### src/rtl/mul_share_arb_if.sv
// Request/response bundle between the two ALU requesters and the shared multiplier.
// master = requester side, slave = the arbiter.
interface mul_share_arb_if;
   logic [1:0] req_valid;
   logic [1:0] req_ready;
   logic [7:0] req_a;
   logic [7:0] req_b;
   logic       rsp_valid;
   logic       rsp_ready;
   logic       rsp_id;
   logic [7:0] rsp_pro;

   modport master (
      output req_valid, req_a, req_b, rsp_ready,
      input  req_ready, rsp_valid, rsp_id, rsp_pro
   );

   modport slave (
      input  req_valid, req_a, req_b, rsp_ready,
      output req_ready, rsp_valid, rsp_id, rsp_pro
   );
endinterface

### src/rtl/mul_share_arb.sv
// Shares one 4x4 multiplier between two requesters; accept -> rsp_valid after WAIT_CYC+1 cycles, one op in flight,
// req_ready held low while busy or while a response waits on rsp_ready. MUL_SHARE_ARB_FIXED_PRIO_EN selects fixed priority.
module mul_share_arb #(
   parameter int unsigned WAIT_CYC = 1
) (
   input  logic            clk,
   input  logic            rst,
   mul_share_arb_if.slave  bus
);

   typedef enum logic [1:0] {
      IDLE = 2'd0,
      BUSY = 2'd1,
      DONE = 2'd2
   } state_t;

   localparam logic [3:0] CNT_INIT = 4'(WAIT_CYC - 1);

   if (WAIT_CYC < 1 || WAIT_CYC > 15) begin : g_bad_wait_cyc
      $error("mul_share_arb: WAIT_CYC must be within 1..15");
   end

   state_t     state_q, state_d;
   logic [3:0] op_a_q, op_a_d;
   logic [3:0] op_b_q, op_b_d;
   logic [3:0] cnt_q, cnt_d;
   logic       id_q, id_d;
   logic       last_gnt_q, last_gnt_d;
   logic       rsp_valid_q, rsp_valid_d;
   logic       rsp_id_q, rsp_id_d;
   logic [7:0] rsp_pro_q, rsp_pro_d;

   logic       any_req;
   logic       gnt;
   logic [1:0] req_ready;
   logic       accept;

   function automatic logic [7:0] multi4(input logic [3:0] a, input logic [3:0] b);
      return {4'b0000, a} * {4'b0000, b};
   endfunction

   // Winner is only meaningful while some request is valid; last_gnt_q moves on accept only.
   always_comb begin
      any_req = |bus.req_valid;
      if (&bus.req_valid) begin
`ifdef MUL_SHARE_ARB_FIXED_PRIO_EN
         gnt = 1'b0;
`else
         gnt = ~last_gnt_q;
`endif
      end else begin
         gnt = bus.req_valid[1];
      end
   end

   // State register
   always_ff @(posedge clk) begin
      if (rst) begin
         state_q <= IDLE;
      end else begin
         state_q <= state_d;
      end
   end

   // Next-state logic
   always_comb begin
      state_d = state_q;
      case (state_q)
         IDLE:    if (accept)          state_d = BUSY;
         BUSY:    if (cnt_q == 4'd0)   state_d = DONE;
         DONE:    if (bus.rsp_ready)   state_d = IDLE;
         default:                      state_d = IDLE;
      endcase
   end

   // Output logic: ready only for the winner, and only while idle.
   always_comb begin
      req_ready = 2'b00;
      if (state_q == IDLE && any_req) begin
         req_ready = gnt ? 2'b10 : 2'b01;
      end
      accept = |(bus.req_valid & req_ready);
   end

   // Datapath next values
   always_comb begin
      op_a_d      = op_a_q;
      op_b_d      = op_b_q;
      cnt_d       = cnt_q;
      id_d        = id_q;
      last_gnt_d  = last_gnt_q;
      rsp_valid_d = rsp_valid_q;
      rsp_id_d    = rsp_id_q;
      rsp_pro_d   = rsp_pro_q;
      case (state_q)
         IDLE: begin
            if (accept) begin
               op_a_d     = gnt ? bus.req_a[7:4] : bus.req_a[3:0];
               op_b_d     = gnt ? bus.req_b[7:4] : bus.req_b[3:0];
               id_d       = gnt;
               last_gnt_d = gnt;
               cnt_d      = CNT_INIT;
            end
         end
         BUSY: begin
            if (cnt_q != 4'd0) begin
               cnt_d = cnt_q - 4'd1;
            end else begin
               rsp_pro_d   = multi4(op_a_q, op_b_q);
               rsp_id_d    = id_q;
               rsp_valid_d = 1'b1;
            end
         end
         DONE: begin
            if (bus.rsp_ready) begin
               rsp_valid_d = 1'b0;
            end
         end
         default: begin
            rsp_valid_d = 1'b0;
         end
      endcase
   end

   always_ff @(posedge clk) begin
      if (rst) begin
         op_a_q      <= 4'd0;
         op_b_q      <= 4'd0;
         cnt_q       <= 4'd0;
         id_q        <= 1'b0;
         last_gnt_q  <= 1'b1;
         rsp_valid_q <= 1'b0;
         rsp_id_q    <= 1'b0;
         rsp_pro_q   <= 8'h00;
      end else begin
         op_a_q      <= op_a_d;
         op_b_q      <= op_b_d;
         cnt_q       <= cnt_d;
         id_q        <= id_d;
         last_gnt_q  <= last_gnt_d;
         rsp_valid_q <= rsp_valid_d;
         rsp_id_q    <= rsp_id_d;
         rsp_pro_q   <= rsp_pro_d;
      end
   end

   assign bus.req_ready = req_ready;
   assign bus.rsp_valid = rsp_valid_q;
   assign bus.rsp_id    = rsp_id_q;
   assign bus.rsp_pro   = rsp_pro_q;

endmodule

### src/flat_wrapper.sv
// flat-port wrapper written by rule: the top's interface ports become plain ports
module mul_share_arb_flat 
#(
   parameter int unsigned WAIT_CYC = 1
)
  (clk, rst, bus_req_valid, bus_req_a, bus_req_b, bus_rsp_ready, bus_req_ready, bus_rsp_valid, bus_rsp_id, bus_rsp_pro);
  mul_share_arb_if bus_i ();
  input  logic clk;
  input  logic rst;
  input wire logic [$bits(bus_i.req_valid)-1:0] bus_req_valid;
  input wire logic [$bits(bus_i.req_a)-1:0] bus_req_a;
  input wire logic [$bits(bus_i.req_b)-1:0] bus_req_b;
  input wire logic [$bits(bus_i.rsp_ready)-1:0] bus_rsp_ready;
  output wire logic [$bits(bus_i.req_ready)-1:0] bus_req_ready;
  output wire logic [$bits(bus_i.rsp_valid)-1:0] bus_rsp_valid;
  output wire logic [$bits(bus_i.rsp_id)-1:0] bus_rsp_id;
  output wire logic [$bits(bus_i.rsp_pro)-1:0] bus_rsp_pro;
  assign bus_i.req_valid = bus_req_valid;
  assign bus_i.req_a = bus_req_a;
  assign bus_i.req_b = bus_req_b;
  assign bus_i.rsp_ready = bus_rsp_ready;
  assign bus_req_ready = bus_i.req_ready;
  assign bus_rsp_valid = bus_i.rsp_valid;
  assign bus_rsp_id = bus_i.rsp_id;
  assign bus_rsp_pro = bus_i.rsp_pro;
  mul_share_arb #(.WAIT_CYC(WAIT_CYC)) u_core (.clk(clk), .rst(rst), .bus(bus_i));
endmodule
### config.mk
export PLATFORM = sky130hd
export DESIGN_NAME = mul_share_arb_flat
export DESIGN_NICKNAME = d
export VERILOG_FILES = /design/src/rtl/mul_share_arb_if.sv /design/src/rtl/mul_share_arb.sv /design/src/flat_wrapper.sv
export SDC_FILE = /design/constraint.sdc
export NUM_CORES = 1
export LEC_CHECK = 0
export CAP_MARGIN = 25
export CORE_MARGIN = 10
export CORE_UTILIZATION = 45
export CTS_CLUSTER_SIZE = 40
export DETAILED_ROUTE_END_ITERATION = 8
export PLACE_DENSITY = 0.75
export SKIP_CTS_REPAIR_TIMING = 1
export SLEW_MARGIN = 10
export SYNTH_ARGS = -nofsm -noshare
export SYNTH_HDL_FRONTEND = slang
export SYNTH_SLANG_ARGS = --single-unit
### constraint.sdc
create_clock -name clk -period 2.9 [get_ports clk]
set_clock_uncertainty 0.2 [all_clocks]
set_input_delay 0.29 -clock clk [delete_from_list [all_inputs] [get_ports clk]]
set_output_delay 0.29 -clock clk [all_outputs]
set_load 0.02 [all_outputs]
Word level (Yosys, flattened, before mapping)
Index checks and enable logic that the tools add are counted.

Bits in registers: 26. Output and inout bits: 12. Logic and storage cells: 50.

$add $sub $neg: 1. Multipliers: 1. Eq/ne operators: 7. Muxes and demuxes: 15. Bitwise operators: 4. Reduce and logical (&&, ||, !) cells: 13.

Operator list (number): 2-to-1 mux 4 bit (4); 2-to-1 mux 2 bit (5); AND reduction 3 bit (3); multiplier 4 x 4 -> 8 bit (1); case mux 4 bit (2 select lines) (1); inequality test 2 x 1 -> 1 bit (second input constant) (3); case mux 2 bit (3 select lines) (1); AND reduction 2 bit (3); zero test 4 bit (1); inequality test 2 bit (second input constant) (2); nonzero test 4 bit (1); OR reduction 2 bit (2); subtractor 4 x 1 -> 4 bit (second input constant) (1); 2-to-1 mux 1 bit (3); NOT 1 bit (3); case mux 1 bit (3 select lines) (1); AND 2 bit (1); equality test 2 x 1 -> 1 bit (second input constant) (1); equality test 2 bit (second input constant) (1); zero test 2 bit (1); nonzero test 2 bit (1); logical AND 1 bit (1).

Logic depth before layout (Yosys ltp)
Depth after elaboration: 8. Depth in mapped cells: 10. Depth with buffers taken out: 10.

Worst setup path after synthesis
OpenSTA, ideal clock, no wires.

Kind: reg-to-reg. Start point: reg u_core.op_a_q[0]. End point: reg u_core.rsp_pro_q[6], in the netlist u_core.bus.rsp_pro[6]. Data arrival time: 2657 ps. Data required time: 2578 ps. Setup slack: -79 ps. Cell stages (with the launch flop): 10. Buffers on the path: 0. Period minus slack after synthesis: 2979 ps. Path through: dfxtp_1 -> nand2_1 -> fa_1 -> fa_1 -> inv_1 -> fa_1 -> a21o_1 -> a21oi_1 -> nor4_1 -> a311o_1.

Longest elaborated chain between the ends: 1.

Ends and longest elaborated chain: start: declaration (line mul_share_arb.sv:24) `logic [3:0] op_a_q, op_a_d;`; start signal: assignment (line mul_share_arb.sv:136) `op_a_q <= op_a_d;`; multiplier 4 x 4 -> 8 bit (line mul_share_arb.sv:39) `return {4'b0000, a} * {4'b0000, b};`; end signal: assignment (line mul_share_arb.sv:143) `rsp_pro_q <= rsp_pro_d;`; end: declaration (line mul_share_arb.sv:31) `logic [7:0] rsp_pro_q, rsp_pro_d;`.

No other way between the ends. A chain may end at the register's enable or synchronous reset.

Worst setup path after layout
Start point: reg u_core.op_b_q[2]. End point: reg u_core.rsp_pro_q[7], in the netlist u_core.bus.rsp_pro[7].

Longest elaborated chain between the ends: 1.

Ends and longest elaborated chain: start: declaration (line mul_share_arb.sv:25) `logic [3:0] op_b_q, op_b_d;`; start signal: assignment (line mul_share_arb.sv:137) `op_b_q <= op_b_d;`; multiplier 4 x 4 -> 8 bit (line mul_share_arb.sv:39).

No other way between the ends.

==> impl_metrics.env <==
export IMPL_status="completed"
export IMPL_synth_sequential_area_ratio_pct=35.3
export IMPL_cts_tree="yes"
export IMPL_async_flop_share_pct=0
export IMPL_vias_per_cell=5.55
export IMPL_layout_worst_path_cycle_share_pct=97.0
export IMPL_synthToLayoutAreaGrowth_pct=31.4
export IMPL_worst_path_max_fanout=2
export IMPL_pin_count=33
export IMPL_crit_path_setup_slack_layout_ns=0.0877
export IMPL_max_clock_freq_ghz=0.356
export IMPL_post_route_util_pct=62.4
export IMPL_cts_root_buffer_cell="clkbuf_4"
export IMPL_dp_final_hpwl_um=2830
export IMPL_vias_after_detailed_routing=1372
export IMPL_final_hold_viol_count=0
export IMPL_floorplan_initialDensity_pct=47.5
export IMPL_finalNonFillerCells=247
export IMPL_placementRows=20
export IMPL_globalplace_congestion=0.800
export IMPL_period_minus_slack_ns=2.81
export IMPL_synth_net_count=205
export IMPL_required_ns=2.93
export IMPL_ys_top_cells_by_area="dfxtp_1, ha_1, a222oi_1"
export IMPL_first_global_vias=1370
export IMPL_drive_gt1_share_pct=13.3
export IMPL_dpl_instance_area_sq_mm=0.00188
export IMPL_num_nets_final=243
export IMPL_ys_flop_type="dfxtp_1"
export IMPL_worst_setup_path_end_kind="register"
export IMPL_synth_warning_count=0
export IMPL_syn_avg_cell_area_sq_um=8.82
export IMPL_port_buffers=32
export IMPL_post_route_drc_count=0
export IMPL_die_outline_height_um=77.2
export IMPL_synth_cells=167
export IMPL_cap_violations=0
export IMPL_worst_setup_path_type="register to register"
export IMPL_place_detailed_instances=244
export IMPL_preCtsSetupSlack_ns=-0.0331
export IMPL_pwr_density_cell_mw_per_mm2=384
export IMPL_routed_wirelength_um=3700
export IMPL_n_antenna_cell=0
export IMPL_finalSetupTns_ns=0
export IMPL_synth_edff_count=0
export IMPL_largest_voltage_drop_on_the_vdd_net_mv=0.265
export IMPL_drt_pre_antenna_iters=7
export IMPL_die_area_sq_mm=0.00596
export IMPL_grt_max_degree=16
export IMPL_clkLatencyLatePin_ns=0.32
export IMPL_drv_slew=0
export IMPL_timing_slew_headroom_pct=62.7
export IMPL_clkSlewWorstSetupHoldPaths_ns=0.14
export IMPL_cellLeakagePower_nw=0.806
export IMPL_synthTopCellsByCount="dfxtp_1, nand2_1, nor2_1, a21oi_1, ha_1"
export IMPL_ys_types=32
export IMPL_tritoncts_num_sinks=26
export IMPL_postRouteAntennaNets=0
export IMPL_gr_total_overflow=0
export IMPL_cts_htree_levels=1
export IMPL_yosys_register_bits=26
export IMPL_worst_pin_slew_ns=0.557
export IMPL_min_delay_path_class="register to register"
export IMPL_tritoncts_num_buffers=3
export IMPL_chipWidth_um=77.2
export IMPL_critical_path_startpoint_type="register"
export IMPL_wl_per_cell_um=15.0
export IMPL_drt_first_iter_violations=120
export IMPL_grt_total_usage_pct=12.0
export IMPL_report_final_setup_viol=0
export IMPL_grt_first_pass_wirelength_um=6160
export IMPL_syn_area_sq_mm=0.00147
export IMPL_cp_arrival_ns=2.84
export IMPL_final_area_sq_mm=0.00194
export IMPL_coreArea_sq_mm=0.00310
export IMPL_yosys_area_top_type="dfxtp_1"
export IMPL_yosysMostFrequentCell="dfxtp_1"
export IMPL_synth_top_cell_area_share_pct=35.3
export IMPL_cts_buffer_depth=2
export IMPL_antenna_found_initial=0
-- report_power, final --
group / leakage, nW / switching, W / internal (W) / total [W]
Clock: 0.0138 / 0.000102 / 0.0000487 / 0.000151
Sequential: 0.214 / 0.0000174 / 0.000381 / 0.000398
Combinational: 0.578 / 0.000100 / 0.0000930 / 0.000193
-- placed cells by master (no fill, tap or decap), drive strengths merged --
master / count
clkdlybuf4s50: 32
dfxtp: 26
inv: 7
o21ai: 2
a222oi: 8
and2b: 1
nor2: 16
fa: 4
nor3: 5
clkbuf: 3
a31oi: 1
xnor2: 1
and3: 4
a211oi: 1
or3b: 1
xor2: 2
a21oi: 14
a221o: 1
nand3: 7
and2: 11
or2: 1
nand3b: 1
nand2: 18
a311o: 2
ha: 13
buf: 9
nand2b: 4
nor4: 3
and4: 2
o311ai: 1
a21o: 2
-- stage by stage --
step	total power, W	hold slack (ns)
2_1_floorplan	0.000508	0.232
3_3_place_gp	0.000587	0.241
3_5_place_dp	0.000591	0.250
4_1_cts	0.000740	0.270
5_1_grt	0.000784	0.296
6_report	0.000742	0.266
-- kinds of logic after synthesis --
| family | Yosys count | synth area share, % |
|---|---|---|
| adders and majority gates | 17 | 16.5 |
| and+or+nand+nor | 74 | 26.1 |
| DFF | 26 | 35.3 |
| buffers and inverters | 15 | 4.84 |
| AOI/OAI and AO/OA | 32 | 15.5 |
| xor gates and xnor gates | 3 | 1.78 |
-- worst max-delay path, cell delays in order, from the launching register on --
cell and delay [ns]:
dfxtp_1 0.38, nand2_1 0.09, fa_1 0.48, fa_1 0.53
inv_2 0.06, ha_4 0.23, a21o_1 0.20, a221o_1 0.35
o311ai_1 0.21
-- routing by layer --
layer,vias to the layer above,GRT usage [%],part of all wire [%]
li1,671,-,-
met1,652,14.8,44
met2,45,19.1,46
met3,4,4.66,8.5
met4,0,3.28,0.89
met5,-,0,0
-- area by class of cell --
| cell class | count | area [sq um] |
|---|---|---|
| Clock buffer | 3 | 22.5 |
| Sequential cell | 26 | 526 |
| Tap cell | 44 | 55.1 |
| Fill cell | 292 | 1170 |
| Timing Repair Buffer | 41 | 388 |
| Multi-Input combinational cell | 126 | 918 |
| Inverter | 7 | 26.3 |
-- flip-flops by register name (all words and copies together), names as in the netlist --
name and flops:
u_core.state_q 2, u_core.op_a_q 4, u_core.op_b_q 4, u_core.bus.rsp_valid 1, u_core.cnt_q 4, u_core.id_q 1, u_core.last_gnt_q 1, u_core.bus.rsp_id 1
u_core.bus.rsp_pro 8
-- final timing paths --
path / start / endpoint / slack (ns) / cells past startpoint
min: u_core.bus.rsp_pro[1] / u_core.bus.rsp_pro[1] / 0.27 / 2
max: u_core.op_b_q[2] / u_core.bus.rsp_pro[7] / 0.09 / 8
max reg2reg: u_core.op_b_q[2] / u_core.bus.rsp_pro[7] / 0.09 / 8
min reg2reg: u_core.bus.rsp_pro[1] / u_core.bus.rsp_pro[1] / 0.27 / 2
Power figures use the tool's default switching activity.
